[config.mk]
export PLATFORM = sky130hd
export DESIGN_NAME = kbd_char_fifo_flat
export DESIGN_NICKNAME = d
export VERILOG_FILES = /design/src/rtl/kbd_pkg.sv /design/src/rtl/kbd_char_fifo_if.sv /design/src/rtl/kbd_fifo_mem.sv /design/src/rtl/kbd_char_fifo.sv /design/src/flat_wrapper.sv
export SDC_FILE = /design/constraint.sdc
export NUM_CORES = 1
export LEC_CHECK = 0
export ABC_CLOCK_PERIOD_IN_PS = 7900
export BUFFER_PORTS_ARGS = -buffer_cell sky130_fd_sc_hd__buf_4
export CAP_MARGIN = 20
export CORE_UTILIZATION = 50
export CTS_BUF_LIST = sky130_fd_sc_hd__clkbuf_2
export DETAILED_ROUTE_END_ITERATION = 8
export PLACE_DENSITY = 0.63
export SETUP_SLACK_MARGIN = 0.4
export SLEW_MARGIN = 20
export SYNTH_ARGS = -nofsm -noshare
export SYNTH_HDL_FRONTEND = slang
export SYNTH_HIERARCHICAL = 1
export SYNTH_SLANG_ARGS = --single-unit
[constraint.sdc]
create_clock -name clk -period 7.9 [get_ports clk]
set_input_delay 1.58 -clock clk [delete_from_list [all_inputs] [get_ports clk]]
set_output_delay 1.58 -clock clk [all_outputs]
set_load 0.01 [all_outputs]
[src/rtl/kbd_pkg.sv]
// Shared constants for the keyboard character path.
// Holds the character width, the "no key" code and the default queue depth.
package kbd_pkg;

    localparam int unsigned KBD_DATA_W     = 8;
    localparam int unsigned KBD_FIFO_DEPTH = 16;
    localparam int unsigned KBD_DROP_W     = 8;

    localparam logic [KBD_DATA_W-1:0] KBD_NOKEY    = KBD_DATA_W'(0);
    localparam logic [KBD_DROP_W-1:0] KBD_DROP_MAX = KBD_DROP_W'(255);

    // Increment that sticks at the top value instead of wrapping.
    function automatic logic [KBD_DROP_W-1:0] kbd_sat_inc(input logic [KBD_DROP_W-1:0] v);
        return (v == KBD_DROP_MAX) ? v : v + KBD_DROP_W'(1);
    endfunction

endpackage

[src/rtl/kbd_char_fifo_if.sv]
// Bus between the decoder/CPU side (master) and the character queue (slave).
// Carries the key code, pop handshake, popped data and queue status.
interface kbd_char_fifo_if
    import kbd_pkg::*;
#(
    parameter int unsigned DATA_W = KBD_DATA_W,
    parameter int unsigned DEPTH  = KBD_FIFO_DEPTH
);

    logic                      flush;
    logic [DATA_W-1:0]         in_code;
    logic                      rden;
    logic [DATA_W-1:0]         dataout;
    logic                      dout_valid;
    logic                      empty;
    logic                      full;
    logic [$clog2(DEPTH):0]    count;
    logic                      overflow;
    logic [KBD_DROP_W-1:0]     drop_cnt;

    modport master (
        output flush, in_code, rden,
        input  dataout, dout_valid, empty, full, count, overflow, drop_cnt
    );

    modport slave (
        input  flush, in_code, rden,
        output dataout, dout_valid, empty, full, count, overflow, drop_cnt
    );

endinterface

[src/rtl/kbd_fifo_mem.sv]
// Character storage: synchronous write port, asynchronous read port.
// No reset; the owner gates the read data with its own occupancy state.
module kbd_fifo_mem #(
    parameter int unsigned DATA_W = 8,
    parameter int unsigned DEPTH  = 16
) (
    input  logic                     clk,
    input  logic                     we_i,
    input  logic [$clog2(DEPTH)-1:0] waddr_i,
    input  logic [DATA_W-1:0]        wdata_i,
    input  logic [$clog2(DEPTH)-1:0] raddr_i,
    output logic [DATA_W-1:0]        rdata_o
);

    logic [DATA_W-1:0] mem_q [DEPTH];

    always_ff @(posedge clk) begin
        if (we_i) mem_q[waddr_i] <= wdata_i;
    end

    assign rdata_o = mem_q[raddr_i];

endmodule

[src/rtl/kbd_char_fifo.sv]
// Key-event queue between the scan-code decoder and the CPU keyboard port.
// Turns a level-held code into one entry per key press; FWFT selects the read style.
module kbd_char_fifo
    import kbd_pkg::*;
#(
    parameter int unsigned DATA_W = KBD_DATA_W,
    parameter int unsigned DEPTH  = KBD_FIFO_DEPTH,
    parameter int unsigned FWFT   = 0
) (
    input  logic           clk,
    input  logic           rst,
    kbd_char_fifo_if.slave bus
);

    localparam int unsigned AW    = $clog2(DEPTH);
    localparam int unsigned CNT_W = AW + 1;
    localparam logic [CNT_W-1:0]  DEPTH_CNT = CNT_W'(DEPTH);
    localparam logic [DATA_W-1:0] NOKEY     = DATA_W'(KBD_NOKEY);

    logic [AW-1:0]         head_q, head_d, tail_q, tail_d;
    logic [CNT_W-1:0]      count_q, count_d;
    logic                  overflow_q, overflow_d;
    logic [KBD_DROP_W-1:0] drop_q, drop_d;
    logic [DATA_W-1:0]     last_q, last_d;
    logic                  arm_q, arm_d;
    logic [DATA_W-1:0]     dout_q, dout_d;
    logic                  dv_q, dv_d;

    logic [DATA_W-1:0]     rdata_c;
    logic                  empty_c, full_c, key_ev_c, pop_c, push_c, drop_c;

    kbd_fifo_mem #(
        .DATA_W (DATA_W),
        .DEPTH  (DEPTH)
    ) u_mem (
        .clk     (clk),
        .we_i    (push_c),
        .waddr_i (tail_q),
        .wdata_i (bus.in_code),
        .raddr_i (head_q),
        .rdata_o (rdata_c)
    );

    // Status comes from count only, so every slot is usable.
    assign empty_c  = (count_q == '0);
    assign full_c   = (count_q == DEPTH_CNT);
    assign key_ev_c = (bus.in_code != NOKEY) && (arm_q || (bus.in_code != last_q));
    assign pop_c    = !bus.flush && bus.rden && !empty_c;
    assign push_c   = !bus.flush && key_ev_c && (!full_c || pop_c);
    assign drop_c   = !bus.flush && key_ev_c && full_c && !pop_c;

    always_comb begin
        head_d     = head_q;
        tail_d     = tail_q;
        count_d    = count_q;
        overflow_d = overflow_q;
        drop_d     = drop_q;
        last_d     = bus.in_code;
        arm_d      = arm_q;
        dout_d     = '0;
        dv_d       = 1'b0;

        if (bus.in_code == NOKEY) arm_d = 1'b1;
        else if (key_ev_c)        arm_d = 1'b0;

        if (bus.flush) begin
            head_d     = '0;
            tail_d     = '0;
            count_d    = '0;
            overflow_d = 1'b0;
            drop_d     = '0;
        end else begin
            if (push_c) tail_d = tail_q + AW'(1);
            if (pop_c) begin
                head_d = head_q + AW'(1);
                dout_d = rdata_c;
                dv_d   = 1'b1;
            end
            case ({push_c, pop_c})
                2'b10:   count_d = count_q + CNT_W'(1);
                2'b01:   count_d = count_q - CNT_W'(1);
                default: count_d = count_q;
            endcase
            if (drop_c) begin
                overflow_d = 1'b1;
                drop_d     = kbd_sat_inc(drop_q);
            end
        end
    end

    always_ff @(posedge clk or posedge rst) begin
        if (rst) begin
            head_q     <= '0;
            tail_q     <= '0;
            count_q    <= '0;
            overflow_q <= 1'b0;
            drop_q     <= '0;
            last_q     <= '0;
            arm_q      <= 1'b1;
            dout_q     <= '0;
            dv_q       <= 1'b0;
        end else begin
            head_q     <= head_d;
            tail_q     <= tail_d;
            count_q    <= count_d;
            overflow_q <= overflow_d;
            drop_q     <= drop_d;
            last_q     <= last_d;
            arm_q      <= arm_d;
            dout_q     <= dout_d;
            dv_q       <= dv_d;
        end
    end

    // Fall-through mode presents the head entry straight from storage.
    assign bus.dataout    = (FWFT != 0) ? (empty_c ? {DATA_W{1'b0}} : rdata_c) : dout_q;
    assign bus.dout_valid = (FWFT != 0) ? !empty_c : dv_q;
    assign bus.empty      = empty_c;
    assign bus.full       = full_c;
    assign bus.count      = count_q;
    assign bus.overflow   = overflow_q;
    assign bus.drop_cnt   = drop_q;

endmodule

[src/flat_wrapper.sv]
// flat-port wrapper written by rule: the top's interface ports become plain ports
module kbd_char_fifo_flat import kbd_pkg::*;
#(
    parameter int unsigned DATA_W = KBD_DATA_W,
    parameter int unsigned DEPTH  = KBD_FIFO_DEPTH,
    parameter int unsigned FWFT   = 0
)
  (clk, rst, bus_flush, bus_in_code, bus_rden, bus_dataout, bus_dout_valid, bus_empty, bus_full, bus_count, bus_overflow, bus_drop_cnt);
  kbd_char_fifo_if #(.DATA_W(DATA_W), .DEPTH(DEPTH)) bus_i ();
  input  logic clk;
  input  logic rst;
  input wire logic [$bits(bus_i.flush)-1:0] bus_flush;
  input wire logic [$bits(bus_i.in_code)-1:0] bus_in_code;
  input wire logic [$bits(bus_i.rden)-1:0] bus_rden;
  output wire logic [$bits(bus_i.dataout)-1:0] bus_dataout;
  output wire logic [$bits(bus_i.dout_valid)-1:0] bus_dout_valid;
  output wire logic [$bits(bus_i.empty)-1:0] bus_empty;
  output wire logic [$bits(bus_i.full)-1:0] bus_full;
  output wire logic [$bits(bus_i.count)-1:0] bus_count;
  output wire logic [$bits(bus_i.overflow)-1:0] bus_overflow;
  output wire logic [$bits(bus_i.drop_cnt)-1:0] bus_drop_cnt;
  assign bus_i.flush = bus_flush;
  assign bus_i.in_code = bus_in_code;
  assign bus_i.rden = bus_rden;
  assign bus_dataout = bus_i.dataout;
  assign bus_dout_valid = bus_i.dout_valid;
  assign bus_empty = bus_i.empty;
  assign bus_full = bus_i.full;
  assign bus_count = bus_i.count;
  assign bus_overflow = bus_i.overflow;
  assign bus_drop_cnt = bus_i.drop_cnt;
  kbd_char_fifo #(.DATA_W(DATA_W), .DEPTH(DEPTH), .FWFT(FWFT)) u_core (.clk(clk), .rst(rst), .bus(bus_i));
endmodule
Word level (Yosys, flattened, before mapping)
Memory sizes are Yosys's and may differ from the RTL's.
Cells that the tools add are included.
{"block": "classes", "n_addsub": 5, "n_eq_ne": 6, "n_mux": 19, "reduce_logical": 22}
{"cell": "two-way mux 8 bit", "n": 5}
{"cell": "two-way mux 4 bit", "n": 4}
{"cell": "one-hot mux 5 bit (2 select lines)", "n": 1}
{"cell": "adder 4 x 1 -> 4 bit (second input constant)", "n": 2}
{"cell": "adder 8 x 1 -> 8 bit (second input constant)", "n": 1}
{"cell": "== test 8 bit (second input constant)", "n": 1}
{"cell": "logical NOT 8 bit", "n": 1}
{"cell": "two-way mux 1 bit", "n": 8}
{"cell": "!= test 8 bit", "n": 1}
{"cell": "nonzero test 2 bit", "n": 4}
{"cell": "nonzero test 8 bit", "n": 1}
{"cell": "logical AND 1 bit", "n": 7}
{"cell": "adder 5 x 1 -> 5 bit (second input constant)", "n": 1}
{"cell": "== test 5 bit (second input constant)", "n": 1}
{"cell": "logical NOT 5 bit", "n": 1}
{"cell": "two-way mux 5 bit", "n": 1}
{"cell": "subtractor 5 x 1 -> 5 bit (second input constant)", "n": 1}
{"cell": "logical NOT 1 bit", "n": 4}
{"cell": "nonzero test 3 bit", "n": 1}
{"cell": "== test 2 x 1 -> 1 bit (second input constant)", "n": 1}
{"cell": "== test 2 bit (second input constant)", "n": 1}
{"cell": "logical OR 1 bit", "n": 2}
{"cell": "!= test 2 bit (second input constant)", "n": 1}
{"cell": "AND reduction 2 bit", "n": 1}
{"block": "word_totals", "register_bits": 40, "ram_bits": 128, "inputBits": 12, "output_inout_bits": 25, "wordCells": 62, "memories": 1}
{"memory": "u_core.u_mem.mem_q", "depth": 16, "width": 8, "read_ports": 1, "rd_clocked_by_memory_dff": 0, "write_ports": 1, "line": "kbd_fifo_mem.sv:15", "source": "logic [DATA_W-1:0] mem_q [DEPTH];"}

Logic depth before layout (Yosys ltp)
{"block": "depth", "depth_word": 8, "mapped_depth": 12, "ltp_nobuf": 11}

Hierarchy
The synthesis kept the hierarchy.
{"module": "kbd_fifo_mem", "instances": 1, "cells_each": 221, "area_per_inst_um2": 4987.3, "seq_area_each_um2": 3843.7}
{"module": "kbd_char_fifo", "instances": 1, "cells_each": 176, "area_per_inst_um2": 1918.1, "seq_area_each_um2": 1002.2}

Worst setup path after synthesis
Ideal clock, no wire load.
{"block": "synth_path", "kind": "input -> register", "start": "in bus_in_code[5]", "end": "reg u_core.count_q[3], in the netlist u_core/bus.count[3]", "setup_time_ns": 0.125, "t_arrival_ns": 3.863, "required_time_ns": 7.775, "path_slack_ns": 3.912, "cell_stages": 11, "n_path_buf": 1, "cell_sequence": "or4_1 -> nor2_2 -> a31oi_4 -> buf_2 -> a21oi_1 -> ha_1 -> a21o_1 -> a21oi_1 -> xor2_1 -> o22ai_1 -> o2bb2ai_1"}
{"block": "synth_between", "elab_chain_len": 8, "word_cells_on_any_way": 11, "classes_between": "eq/ne: 3; mux: 2; reduce/logical: 6"}
{"element": "from (decl)", "line": "flat_wrapper.sv:13", "source": "input wire logic [$bits(bus_i.in_code)-1:0] bus_in_code;"}
{"element": "!= test 8 bit", "line": "kbd_char_fifo.sv:47", "source": "assign key_ev_c = (bus.in_code != NOKEY) && (arm_q || (bus.in_code != last_q));"}
{"element": "logical OR 1 bit", "line": "kbd_char_fifo.sv:47"}
{"element": "logical AND 1 bit (*)", "line": "kbd_char_fifo.sv:47"}
{"element": "logical AND 1 bit (*) (2 in series)", "line": "kbd_char_fifo.sv:49", "source": "assign push_c = !bus.flush && key_ev_c && (!full_c || pop_c);"}
{"element": "== test 2 x 1 -> 1 bit / == test 2 bit (equally long branches)", "line": "kbd_char_fifo.sv:79", "source": "case ({push_c, pop_c})"}
{"element": "one-hot mux 5 bit (2 select lines)", "line": "kbd_char_fifo.sv:79"}
{"element": "two-way mux 5 bit", "line": "kbd_char_fifo.sv:66", "source": "if (bus.flush) begin"}
{"element": "to (signal assigned)", "line": "kbd_char_fifo.sv:105", "source": "count_q <= count_d;"}
{"element": "to (decl)", "line": "kbd_char_fifo.sv:21", "source": "logic [CNT_W-1:0] count_q, count_d;"}
Mark *: on every way between the ends. The rest lies on a longest branch, timed or not.
A chain may end at the register's enable or synchronous reset.

Worst setup path after layout
{"block": "layout_path", "start": "in bus_in_code[7]", "end": "mem u_core.u_mem.mem_q[3][6] (enable)"}
{"block": "layout_between", "elab_chain_len": 7, "word_cells_on_any_way": 8, "classes_between": "eq/ne: 1; mux: 2; reduce/logical: 5"}
{"element": "!= test 8 bit", "line": "kbd_char_fifo.sv:47"}
{"element": "logical OR 1 bit", "line": "kbd_char_fifo.sv:47"}
{"element": "logical AND 1 bit (*)", "line": "kbd_char_fifo.sv:47"}
{"element": "logical AND 1 bit (*) (2 in series)", "line": "kbd_char_fifo.sv:49"}
{"element": "via u_core.push_c", "line": "kbd_char_fifo.sv:30", "source": "logic empty_c, full_c, key_ev_c, pop_c, push_c, drop_c;"}
{"element": "two-way mux 1 bit (*)", "line": "kbd_fifo_mem.sv:18", "source": "if (we_i) mem_q[waddr_i] <= wdata_i;"}
{"element": "two-way mux 1 bit (not written as such) (*)", "line": "kbd_fifo_mem.sv:18"}
{"element": "to (decl)", "line": "kbd_fifo_mem.sv:15"}
Mark *: on every way through the listed nets, which the timed path passes. The rest lies on a longest branch.

==> run summary <==
The run finished with clean final reports. The tools report the number of antenna violations at the first check in global routing as 0. In the synthesized netlist the async set-or-reset flop fraction comes to 23.8%. Based on the critical path, the design can be clocked at up to 0.259 GHz. After clock tree synthesis, the repair step resized 0 gates. The initialized floorplan defines 42 standard-cell rows.

In this run the number of H-tree levels came out at 4. The number of buffers inserted during clock tree synthesis came out at 17. For this run, the post-layout net count is 464.

Data on the critical path is required at its endpoint by 8230 ps. Dividing the detail-routed wire length by the instance count gives 21.8 µm. The worst pin sits at a relative slew slack of 24.9%.

The smallest clock period supported by the final layout is computed as 3860 ps. The clock skew was 35.5 ps; the global-route wire length before repair was 21300 µm. Dividing the detail-routed via count by the number of cells gives 5.81.

Setup violations remaining at the end of the flow were counted as 0. The routed design has 13900 µm of wire. When the netlist entered floorplanning its net count stood at 416. The number of enable flip-flop cells after synthesis works out to 128. The minimum setup slack among reg-to-reg paths came out at 4760 ps. Measured along the x axis, the die boundary spans 120 µm.

The dominant register cell in the synthesized netlist is sky130_fd_sc_hd__edfxtp_1. The total overflow reported by the global router was 0; the combined area of all synthesized cells was 6910 µm². The vias after detailed routing was 3686; the count of endpoints failing hold in the final timing report was 0. The post-synthesis cell type with the largest combined area was sky130_fd_sc_hd__edfxtp_1. The tightest min-delay check is of the reg -> reg type.

I/O pin count: 37. Relative to the synthesized area, the layout overhead comes to 10.2%. The number of global-route vias before repair is 3585, and the number of max-slew violations in the final report is 0.

The tools report the count of maximum capacitance violations as 0. The floorplan step defined a core boundary enclosing 13300 µm². Of the cells placed in the final design, the portion with a size suffix greater than 1 is 23.8%. The run gives 0 as the count of hold buffers inserted by post-cts repair. Input and output buffers added on the ports amount to 36.

The full die area was 14300 µm²; the final weighted congestion of routability-driven global placement was 0.718. The design draws 0.00183 W. VDD sags by at most 0.144 mV. For the initial detailed-routing violation count, the log shows 249. The analysis attributes to cell leakage a power of 2.74 nW.

After clock tree synthesis, the clock-pin slew on the worst setup and hold paths is 210 ps. The clock net sink count was 168; the area fraction of the dominant cell type after synthesis was 55.7%. The number of antenna diodes in the final layout is 0. In the global route stage, overall resource usage came out at 21.2%.

Maximum number of pins on one net before global-route repair: 41. The vertical die dimension was 120 µm. The maximum count of clock buffers along a single path is 2.

In this run the cell area measured after placement is 7380 µm². The fraction of the cycle the final worst path needs was 48.9%. The root buffer cell chosen for the clock tree is sky130_fd_sc_hd__clkbuf_2. By startpoint and endpoint, the worst setup path is classified as in -> reg. Synthesis inferred 168 register bits. The worst setup path is launched from an input pin. Along the worst path, the maximum fanout reaches 19. For the pin with the worst max-slew slack, the measured transition is 1120 ps. The run gives 48 as the count of different cell masters after synthesis. The total power divided by cell area is 241 nW/µm². After clock tree synthesis, the setup repair step added 0 buffers. After legalization and detailed placement, the total HPWL measured 8430 µm. Summed over all failing endpoints, the final setup total negative slack is 0 ps. For this run, the number of Yosys warnings is 6. Once the floorplan was initialized, standard cells occupied 51.7% of the core.

TritonCTS built the clock tree. The worst setup path is captured at a flop. The finished cells cover 7610 µm².

After detailed routing, the number of remaining DRC violations is 0. The data arrival time of the critical path is 4190 ps. The antenna violation net count after detailed routing is 0. The first detailed-routing pass ran for 5 iterations.

The average instance in the mapped netlist occupies 17.4 µm². Counting every instance in the synthesized netlist gives 397. After synthesis, the cell types taking the most area are sky130_fd_sc_hd__edfxtp_1, sky130_fd_sc_hd__dfrtp_1, sky130_fd_sc_hd__mux4_2. Setup repair after global routing left no endpoint under its margin. Clock latency on the worst-skew pair, taken at its later pin, is 700 ps.

Of the synthesized area, sequential elements account for 70.2%.
[cells by family after synthesis]
group	share of synthesized area, %
fa+ha+maj	1.38
flops	70.2
xor+xnor	2.92
compound gates	4.02
simple gates	7.66
mux	11.9
buf+inv	1.92
[flip-flops by register name, indices dropped and copies added, names as in the netlist]
| signal | cells |
|---|---|
| u_core/arm_q | 1 |
| u_core/bus.count | 5 |
| u_core/bus.dataout | 8 |
| u_core/bus.dout_valid | 1 |
| u_core/bus.drop_cnt | 8 |
| u_core/bus.overflow | 1 |
| u_core/head_q | 4 |
| u_core/last_q | 8 |
| u_core/tail_q | 4 |
| u_core/u_mem/mem_q | 128 |
[cells in the mapped netlist, types with 3 or more instances]
| master | n |
|---|---|
| sky130_fd_sc_hd__clkbuf_1 | 3 |
| sky130_fd_sc_hd__nand2_1 | 15 |
| sky130_fd_sc_hd__nor3_1 | 5 |
| sky130_fd_sc_hd__dfrtp_1 | 39 |
| sky130_fd_sc_hd__o22ai_1 | 3 |
| sky130_fd_sc_hd__xor2_1 | 18 |
| sky130_fd_sc_hd__inv_1 | 8 |
| sky130_fd_sc_hd__clkdlybuf4s25_2 | 3 |
| sky130_fd_sc_hd__buf_6 | 3 |
| sky130_fd_sc_hd__mux4_2 | 18 |
| sky130_fd_sc_hd__and2_1 | 11 |
| sky130_fd_sc_hd__nor2_1 | 34 |
| sky130_fd_sc_hd__mux4_1 | 14 |
| sky130_fd_sc_hd__edfxtp_1 | 128 |
| sky130_fd_sc_hd__a21oi_1 | 6 |
| sky130_fd_sc_hd__o2bb2ai_1 | 3 |
| sky130_fd_sc_hd__mux2i_1 | 5 |
| sky130_fd_sc_hd__ha_1 | 6 |
| sky130_fd_sc_hd__a22oi_1 | 16 |
| sky130_fd_sc_hd__nand3_1 | 15 |
| sky130_fd_sc_hd__buf_2 | 4 |
| sky130_fd_sc_hd__nand2b_1 | 4 |
| sky130_fd_sc_hd__xnor2_1 | 5 |
[layout make-up]
| type | instances | area [µm²] |
|---|---|---|
| clock buffers | 18 | 90.1 |
| repair buffers | 43 | 327 |
| fillers | 1053 | 5740 |
| clock inverters | 14 | 125 |
| flip-flops and latches | 168 | 4850 |
| well taps | 176 | 220 |
| multi-input cells | 207 | 1970 |
| inverters | 8 | 30.0 |
[through the flow]
stage / utilization (%) / setup slack [ps] / hold slack (ps) / instances
after floorplan: - / 3910 / 529 / 397
after global placement: 55.1 / 3130 / 491 / 601
after detailed placement: 55.3 / 3260 / 498 / 602
after CTS: 56.9 / 4070 / 542 / 634
after global routing: 57.0 / 3860 / 593 / 634
final: 57.0 / 4040 / 534 / 634
[cell usage in the layout (no fill, tap or decap), drive strengths merged, types with 2 or more instances in the layout]
cell,count
a22oi,16
clkbuf,18
clkinvlp,2
and2,11
nor3,5
nand3b,2
edfxtp,128
o2bb2ai,3
dfrtp,39
ha,6
nand2,16
nor2,35
buf,43
nand2b,4
or4,3
a31oi,2
clkinv,8
xor2,18
a21oi,6
mux4,32
nand3,16
and3,2
o21ai,4
or3,2
nor2b,2
nor4,2
o22ai,3
mux2i,5
xnor2,5
inv,11
[metal layers]
metal / routed length, µm / part of all wire (%) / track usage [%]
met5: 0 / 0 / 0
met4: 158 / 1.1 / 8.28
met3: 862 / 6.2 / 4.71
met2: 6800 / 49 / 33.0
met1: 6030 / 44 / 29.5
[worst paths after layout]
path,cells after the start,to,startpoint
max,8,u_core/u_mem/mem_q[3][6]$_DFFE_PP_,bus_in_code[7]
min,2,u_core/bus.overflow$_DFFE_PP0P_,u_core/bus.overflow$_DFFE_PP0P_
max reg2reg,7,u_core/u_mem/mem_q[3][6]$_DFFE_PP_,u_core/last_q[6]$_DFF_PP0_
min reg2reg,2,u_core/bus.overflow$_DFFE_PP0P_,u_core/bus.overflow$_DFFE_PP0P_
max in group asynchronous,3,u_core/arm_q$_DFFE_PP1P_,rst
min in group asynchronous,3,u_core/last_q[4]$_DFF_PP0_,rst
[critical path, stage by stage]
cell,delay [ps]
sky130_fd_sc_hd__buf_4,200
sky130_fd_sc_hd__xor2_1,180
sky130_fd_sc_hd__nor4_1,100
sky130_fd_sc_hd__a31oi_4,490
sky130_fd_sc_hd__nand2_2,170
sky130_fd_sc_hd__nor2_1,250
sky130_fd_sc_hd__or3b_2,530
sky130_fd_sc_hd__nor2_1,680
[report_power, final]
part | internal, W | switching, W | leakage, nW
clock | 0.000117 | 0.000292 | 0.129
sequential | 0.000987 | 0.0000442 | 1.68
combinational | 0.000202 | 0.000187 | 0.928
total | 0.00131 | 0.000523 | 2.74
Note: power is estimated with default switching activity, not from simulation.
